### config.mk
export PLATFORM = sky130hd
export DESIGN_NAME = idct_dot_acc_stage
export DESIGN_NICKNAME = d
export VERILOG_FILES = /design/src/rtl/idct_dot_acc_stage.sv
export SDC_FILE = /design/constraint.sdc
export NUM_CORES = 1
export LEC_CHECK = 0
export BUFFER_PORTS_ARGS = -buffer_cell sky130_fd_sc_hd__clkbuf_2
export CAP_MARGIN = 5
export CORE_MARGIN = 5
export CORE_UTILIZATION = 53
export DETAILED_ROUTE_END_ITERATION = 8
export GPL_ROUTABILITY_DRIVEN = 0
export PLACE_DENSITY_LB_ADDON = 0.3
export SLEW_MARGIN = 0
export SYNTH_ARGS = -nofsm -noshare
export SYNTH_HDL_FRONTEND = slang
export SYNTH_SLANG_ARGS = --single-unit
### constraint.sdc
create_clock -name clk -period 3.2 [get_ports clk]
set_input_delay 0.16 -clock clk [delete_from_list [all_inputs] [get_ports clk]]
set_output_delay 0.16 -clock clk [all_outputs]
set_load 0.03 [all_outputs]
### src/rtl/idct_dot_acc_stage.sv
// ============================================================================
// Module   : idct_dot_acc_stage
// Purpose  : Aligns and accumulates DOT_LEN multiplier products into one
//            rounded, narrowed IDCT dot-product result, emitted with valid/ready.
//            Optional output clamping: define ACC_SATURATE_EN.
// Revision : 1.0 - initial release
// ============================================================================
`default_nettype none

module idct_dot_acc_stage #(
  parameter int DOT_LEN      = 8,
  parameter int ACC_BITWIDTH = 40,
  parameter int FRAC_SHIFT   = 8,
  parameter int OUT_BITWIDTH = 16
) (
  input  logic                    clk,
  input  logic                    rstN,
  input  logic                    clr,
  input  logic [31:0]             p_in,
  input  logic [2:0]              state_in,
  input  logic                    p_valid,
  output logic                    p_ready,
  output logic [OUT_BITWIDTH-1:0] sum_out,
  output logic                    sum_valid,
  input  logic                    sum_ready,
  output logic [5:0]              sum_idx,
  output logic                    last,
  output logic                    ovf_flag
);

  localparam int c_cnt_w = (DOT_LEN > 1) ? $clog2(DOT_LEN) : 1;
  localparam int c_rw    = ACC_BITWIDTH + 1;
  localparam logic [c_cnt_w-1:0] c_last = c_cnt_w'(DOT_LEN - 1);

  // HOLD means the output register carries a result not yet taken.
  typedef enum logic [1:0] {
    S_IDLE = 2'd0,
    S_ACC  = 2'd1,
    S_HOLD = 2'd2
  } state_t;

  state_t                    state_q, state_d;
  logic signed [ACC_BITWIDTH-1:0] acc_q, acc_d;
  logic [c_cnt_w-1:0]        cnt_q, cnt_d;
  logic [OUT_BITWIDTH-1:0]   sum_q, sum_d;
  logic [5:0]                idx_q, idx_d;
  logic                      ovf_q, ovf_d;

  logic signed [ACC_BITWIDTH-1:0] w_ext, w_addend, w_acc_sum;
  logic signed [c_rw-1:0]    w_rnd_in, w_r;
  logic [c_rw-1:0]           w_round;
  logic [OUT_BITWIDTH-1:0]   w_narrow;
  logic                      w_ovf, w_accept, w_drain, w_load;

  // State 3'b010 carries 8 extra fraction bits from the multiplier wrapper.
  assign w_ext     = {{(ACC_BITWIDTH-32){p_in[31]}}, p_in};
  assign w_addend  = (state_in == 3'b010) ? (w_ext >>> 8) : w_ext;
  assign w_acc_sum = (cnt_q == '0) ? w_addend : (acc_q + w_addend);

  generate
    if (FRAC_SHIFT > 0) begin : g_round
      assign w_round = c_rw'(1) << (FRAC_SHIFT - 1);
    end else begin : g_no_round
      assign w_round = '0;
    end
  endgenerate

  assign w_rnd_in = {w_acc_sum[ACC_BITWIDTH-1], w_acc_sum} + w_round;
  assign w_r      = w_rnd_in >>> FRAC_SHIFT;

`ifdef ACC_SATURATE_EN
  logic [c_rw-OUT_BITWIDTH:0] w_hi;
  logic                       w_pos, w_neg;
  assign w_hi     = w_r[c_rw-1:OUT_BITWIDTH-1];
  assign w_pos    = !w_r[c_rw-1] && (|w_hi);
  assign w_neg    = w_r[c_rw-1] && !(&w_hi);
  assign w_ovf    = w_pos || w_neg;
  assign w_narrow = w_pos ? {1'b0, {(OUT_BITWIDTH-1){1'b1}}} :
                    w_neg ? {1'b1, {(OUT_BITWIDTH-1){1'b0}}} :
                            w_r[OUT_BITWIDTH-1:0];
`else
  logic w_unused;
  assign w_unused = ^w_r[c_rw-1:OUT_BITWIDTH];
  assign w_ovf    = 1'b0;
  assign w_narrow = w_r[OUT_BITWIDTH-1:0];
`endif

  assign sum_valid = (state_q == S_HOLD);
  assign p_ready   = !((cnt_q == c_last) && sum_valid && !sum_ready);
  assign sum_out   = sum_q;
  assign sum_idx   = idx_q;
  assign last      = sum_valid && (idx_q == 6'd63);
  assign ovf_flag  = ovf_q;

  assign w_accept = p_valid && p_ready && !clr;
  assign w_drain  = sum_valid && sum_ready;
  assign w_load   = w_accept && (cnt_q == c_last);

  always_comb begin
    state_d = state_q;
    acc_d   = acc_q;
    cnt_d   = cnt_q;
    sum_d   = sum_q;
    idx_d   = idx_q;
    ovf_d   = ovf_q;
    if (clr) begin
      state_d = S_IDLE;
      acc_d   = '0;
      cnt_d   = '0;
      sum_d   = '0;
      idx_d   = '0;
      ovf_d   = 1'b0;
    end else begin
      if (w_accept) begin
        cnt_d = w_load ? '0 : cnt_q + 1'b1;
        acc_d = w_load ? '0 : w_acc_sum;
      end
      if (w_load) begin
        sum_d = w_narrow;
        ovf_d = ovf_q | w_ovf;
      end
      if (w_drain) begin
        idx_d = idx_q + 6'd1;
      end
      case (state_q)
        S_IDLE: if (w_accept) state_d = S_ACC;
        S_ACC:  if (w_load)   state_d = S_HOLD;
        S_HOLD: begin
          if (w_load)       state_d = S_HOLD;
          else if (w_drain) state_d = (cnt_d != '0) ? S_ACC : S_IDLE;
        end
        default: state_d = S_IDLE;
      endcase
    end
  end

  always_ff @(posedge clk or negedge rstN) begin
    if (!rstN) begin
      state_q <= S_IDLE;
      acc_q   <= '0;
      cnt_q   <= '0;
      sum_q   <= '0;
      idx_q   <= '0;
      ovf_q   <= 1'b0;
    end else begin
      state_q <= state_d;
      acc_q   <= acc_d;
      cnt_q   <= cnt_d;
      sum_q   <= sum_d;
      idx_q   <= idx_d;
      ovf_q   <= ovf_d;
    end
  end

endmodule

`default_nettype wire

==> reports/qor.tcl <==
set qor(outcome) {complete, but fails checks}
set qor(failed_checks) {negative hold slack, negative setup slack}
set qor(via_count_of_the_first_global_routing_pass) 4752
set qor(cp_cell_sequence) {buf_6, nor3b_4, buf_12, buf_6, buf_4, mux2_2, ha_2, and4_2, nor3b_1, mux2i_1, o21ai_1, nor3_2, nor4b_2, o2111ai_2, buf_4, buf_6, nor2_4, xnor2_1, o21ai_1}
set qor(worst_skew_pair.late_latency_ns) 0.33
set qor(finClkSkew_ns) 0.01331
set qor(ant_nets) 0
set qor(post-route-util_pct) 76.97
set qor(cp-start-kind) {input pin}
set qor(clock.fmax_mhz) 272.3
set qor(chipHeight_um) 100.9
set qor(htree_levels) 2
set qor(number_of_cts_inserted_buffers) 5
set qor(yosys_most_used_dff) {dfrtp_1}
set qor(met2_usage_pct) 49.47
set qor(postLayoutSetupSlackWorst_ns) -0.4726
set qor(io_buffer_count) 64
set qor(avgRoutedWirePerCell_um) 21.40
set qor(num_vias) 4876
set qor(critical_path_arrival_ns) 3.88
set qor(worst_r2r_startpoint) {acc_q[0]$_DFFE_PN0P_}
set qor(drt-vias-per-instance) 6.433
set qor(yosys_warnings) 0
set qor(clock-sinks) 51
set qor(residual_drc_count) 0
set qor(drv_cap) 0
set qor(antenna_found_initial) 0
set qor(critPathMaxStageDelay_ns) 0.47
set qor(syn_nets) 559
set qor(post-synth-top-count-cell) {dfrtp_1}
set qor(crit_type) {in -> reg}
set qor(clockBufferDepth) 2
set qor(postSynthRegisterBits) 51
set qor(finalSetupTns_ns) -2.869
set qor(timing.critical_path.required_ns) 3.40
set qor(static-leakage-power_nw) 2.885
set qor(r2r.worst_path.cells) 16
set qor(area_growth_syn_to_layout_pct) 42.85
set qor(grt_first_pass_wirelength_um) 23910
set qor(post-layout-total-power_mw) 2.442
set qor(cp_common_cell) {buf_6}
set qor(tritoncts) {yes}
set qor(grt.total_usage_pct) 29.64
set qor(synth_sequential_area_ratio_pct) 29.12
set qor(start_util_pct) 53.88
set qor(mappedNetlistArea_mm2) 0.004383
set qor(multi_input_combinational_cell_area_mm2) 0.003446
set qor(globalRouteMet3Util_pct) 5.260
set qor(global_route.overflow_total) 0
set qor(detailed_place_hpwl_um) 10330
set qor(cp_max_fo) 10
set qor(maximum_number_of_pins_on_one_net_before_global_route_repair) 40
set qor(worst_r2r_endpoint) {sum_out[13]$_DFFE_PN0P_}
set qor(post_synthesis_average_cell_area_um2) 8.963
set qor(pre_cts_slack_ns) -0.7212
set qor(num-nets-final) 722
set qor(root_buffer) {clkbuf_8}
set qor(core_area_mm2) 0.008134
set qor(initialDrtViolationCount) 518
set qor(worst_path_max_delay_cell) {nor4b_2}
set qor(die-area_mm2) 0.01019
set qor(cts.clk_slew.worst_paths_ns) 0.12
set qor(drv_slew) 0
set qor(drive_above_1_share_pct) 45.94
set qor(pin_count) 66
set qor(max_slew_margin_pct) 33.03
set qor(synthArstFlopShare_pct) 100.0
set qor(post-route-period-util_pct) 114.8
set qor(synth.top_cells.by_area) {dfrtp_1 29%, ha_1 8.3%, o21ai_0 4.2%}
set qor(grt_setup_unrepaired) {true}
set qor(syn_inst) 489
set qor(critPathCaptureType) {flop}
set qor(whs_ns) -0.01631
set qor(synthDominantCellAreaShare_pct) 29.12
set qor(timing_worst_slew_pin_value_ns) 1.005
set qor(grt.met1_usage_pct) 38.86
set qor(chipWidth_um) 100.9
set qor(power_dens_cells_mw_per_mm2) 390.0
set qor(finalSetupViolCount) 12
set qor(worstHoldPathType) {in -> async}
set qor(final.min_clock_period_ns) 3.673
set qor(detail_route.first_pass.iterations) 6
set qor(synth_enable_flop_cells) 0
set qor(number_of_diodes_added_for_antenna_fixing) 0
set qor(fp-row-count) 33
set qor(totalWireLength_um) 16220
set qor(gr-max-usage-layer) {met2}
set qor(synth.cells.most_frequent) {51 x dfrtp_1, 49 x nand2_1, 37 x o21ai_0}
set qor(timing_hold_violations_final) 28
set qor(n_fill_cell) 481
set qor(synth_top_cell_by_area) {dfrtp_1}
set qor(worst-r2r-setup-slack_ns) -0.38
set qor(vdd_drop_max_mv) 0.2446
set qor(regArea_mm2) 0.001276
set qor(post_synth_num_cell_types) 78
[placed cells by master (no fill, tap or decap), types with 3 or more instances in the layout]
cell type,instances
a21oi_2,12
nand4_1,7
buf_6,8
mux2i_1,13
a21o_1,8
inv_1,14
nand2_1,46
nor3_4,3
a31oi_4,3
dfrtp_1,51
mux2_4,3
clkbuf_2,63
nor2_2,3
mux2i_2,4
o21ai_0,22
o21ai_2,7
nand3b_1,19
clkbuf_8,5
ha_2,3
nor3_1,8
nor3_2,5
a211oi_4,3
o21ai_1,17
or3_1,3
xnor2_2,4
xnor2_1,14
nand3_1,11
nor2_1,32
a21oi_1,15
xor2_1,11
a22o_1,10
buf_4,107
ha_4,11
mux2_2,11
ha_1,15
[logic make-up after synthesis]
group / Yosys count / share of synthesized area (%)
xor+xnor: 32 / 6.708
simple gates: 167 / 21.15
other cells: 1 / 0.08556
buf+inv: 40 / 4.025
fa+ha+maj: 30 / 8.735
compound gates: 135 / 22.12
flops: 51 / 29.12
mux: 33 / 8.050
[layer usage]
layer	vias to the layer above	part of all wire [%]
li1	2103	-
met1	2333	38
met2	371	47
met3	69	10
met4	0	4.1
met5	-	0
[worst max-delay path by stage]
stage | slack, ns | startpoint | to | cells after the start
after CTS | -0.27 | state_in[2] | sum_out[15]$_DFFE_PN0P_ | 21
final | -0.47 | state_in[0] | sum_out[13]$_DFFE_PN0P_ | 19
after floorplan | -0.70 | state_in[2] | sum_out[15]$_DFFE_PN0P_ | 21
after detailed placement | -0.72 | state_in[2] | sum_out[15]$_DFFE_PN0P_ | 18
after global placement | -0.50 | state_in[2] | sum_out[13]$_DFFE_PN0P_ | 22
after global routing | -0.56 | state_in[0] | sum_out[13]$_DFFE_PN0P_ | 23
[report_power, final]
part / switching (mW) / total [mW] / leakage (nW) / internal, mW
registers: 0.0350 / 0.712 / 0.694 / 0.677
clock network: 0.255 / 0.414 / 0.0489 / 0.159
logic: 0.704 / 1.31 / 2.14 / 0.610
[through the flow]
step,area [µm²],cells
6_report,6261,758
5_1_grt,6261,758
4_1_cts,6023,747
3_5_place_dp,5493,729
3_3_place_gp,5493,729
2_1_floorplan,4443,489
[area by class of cell]
| type | instances | share of cell area, % |
|---|---|---|
| repair buffers | 180 | 20.06 |
| well taps | 105 | 2.098 |
| clock buffers | 5 | 1.099 |
| inverters | 16 | 0.9592 |
| flip-flops and latches | 51 | 20.38 |
| clock inverters | 3 | 0.3597 |
| multi-input cells | 398 | 55.04 |
[registers in the layout (all words and copies together) (netlist names)]
name	cells
sum_idx	6
state_q	2
sum_out	16
cnt_q	3
acc_q	24
[critical path, delay by kind of cell]
kind	cells	cell delay, ns
xor gates and xnor gates	1	0.12
and+or+nand+nor	6	1.44
muxes	2	0.50
AOI/OAI and AO/OA	3	0.44
adders and majority gates	1	0.34
buffers and inverters	6	0.88
[repair_timing]
item	CTS	global route
hold buffers	0	0
cloned	1	0
buffers inserted	9	12
pin swaps	16	14
setup endpoints to repair	10	16
resized for setup	62	35
No activity file was read; power rests on OpenSTA's default activity.
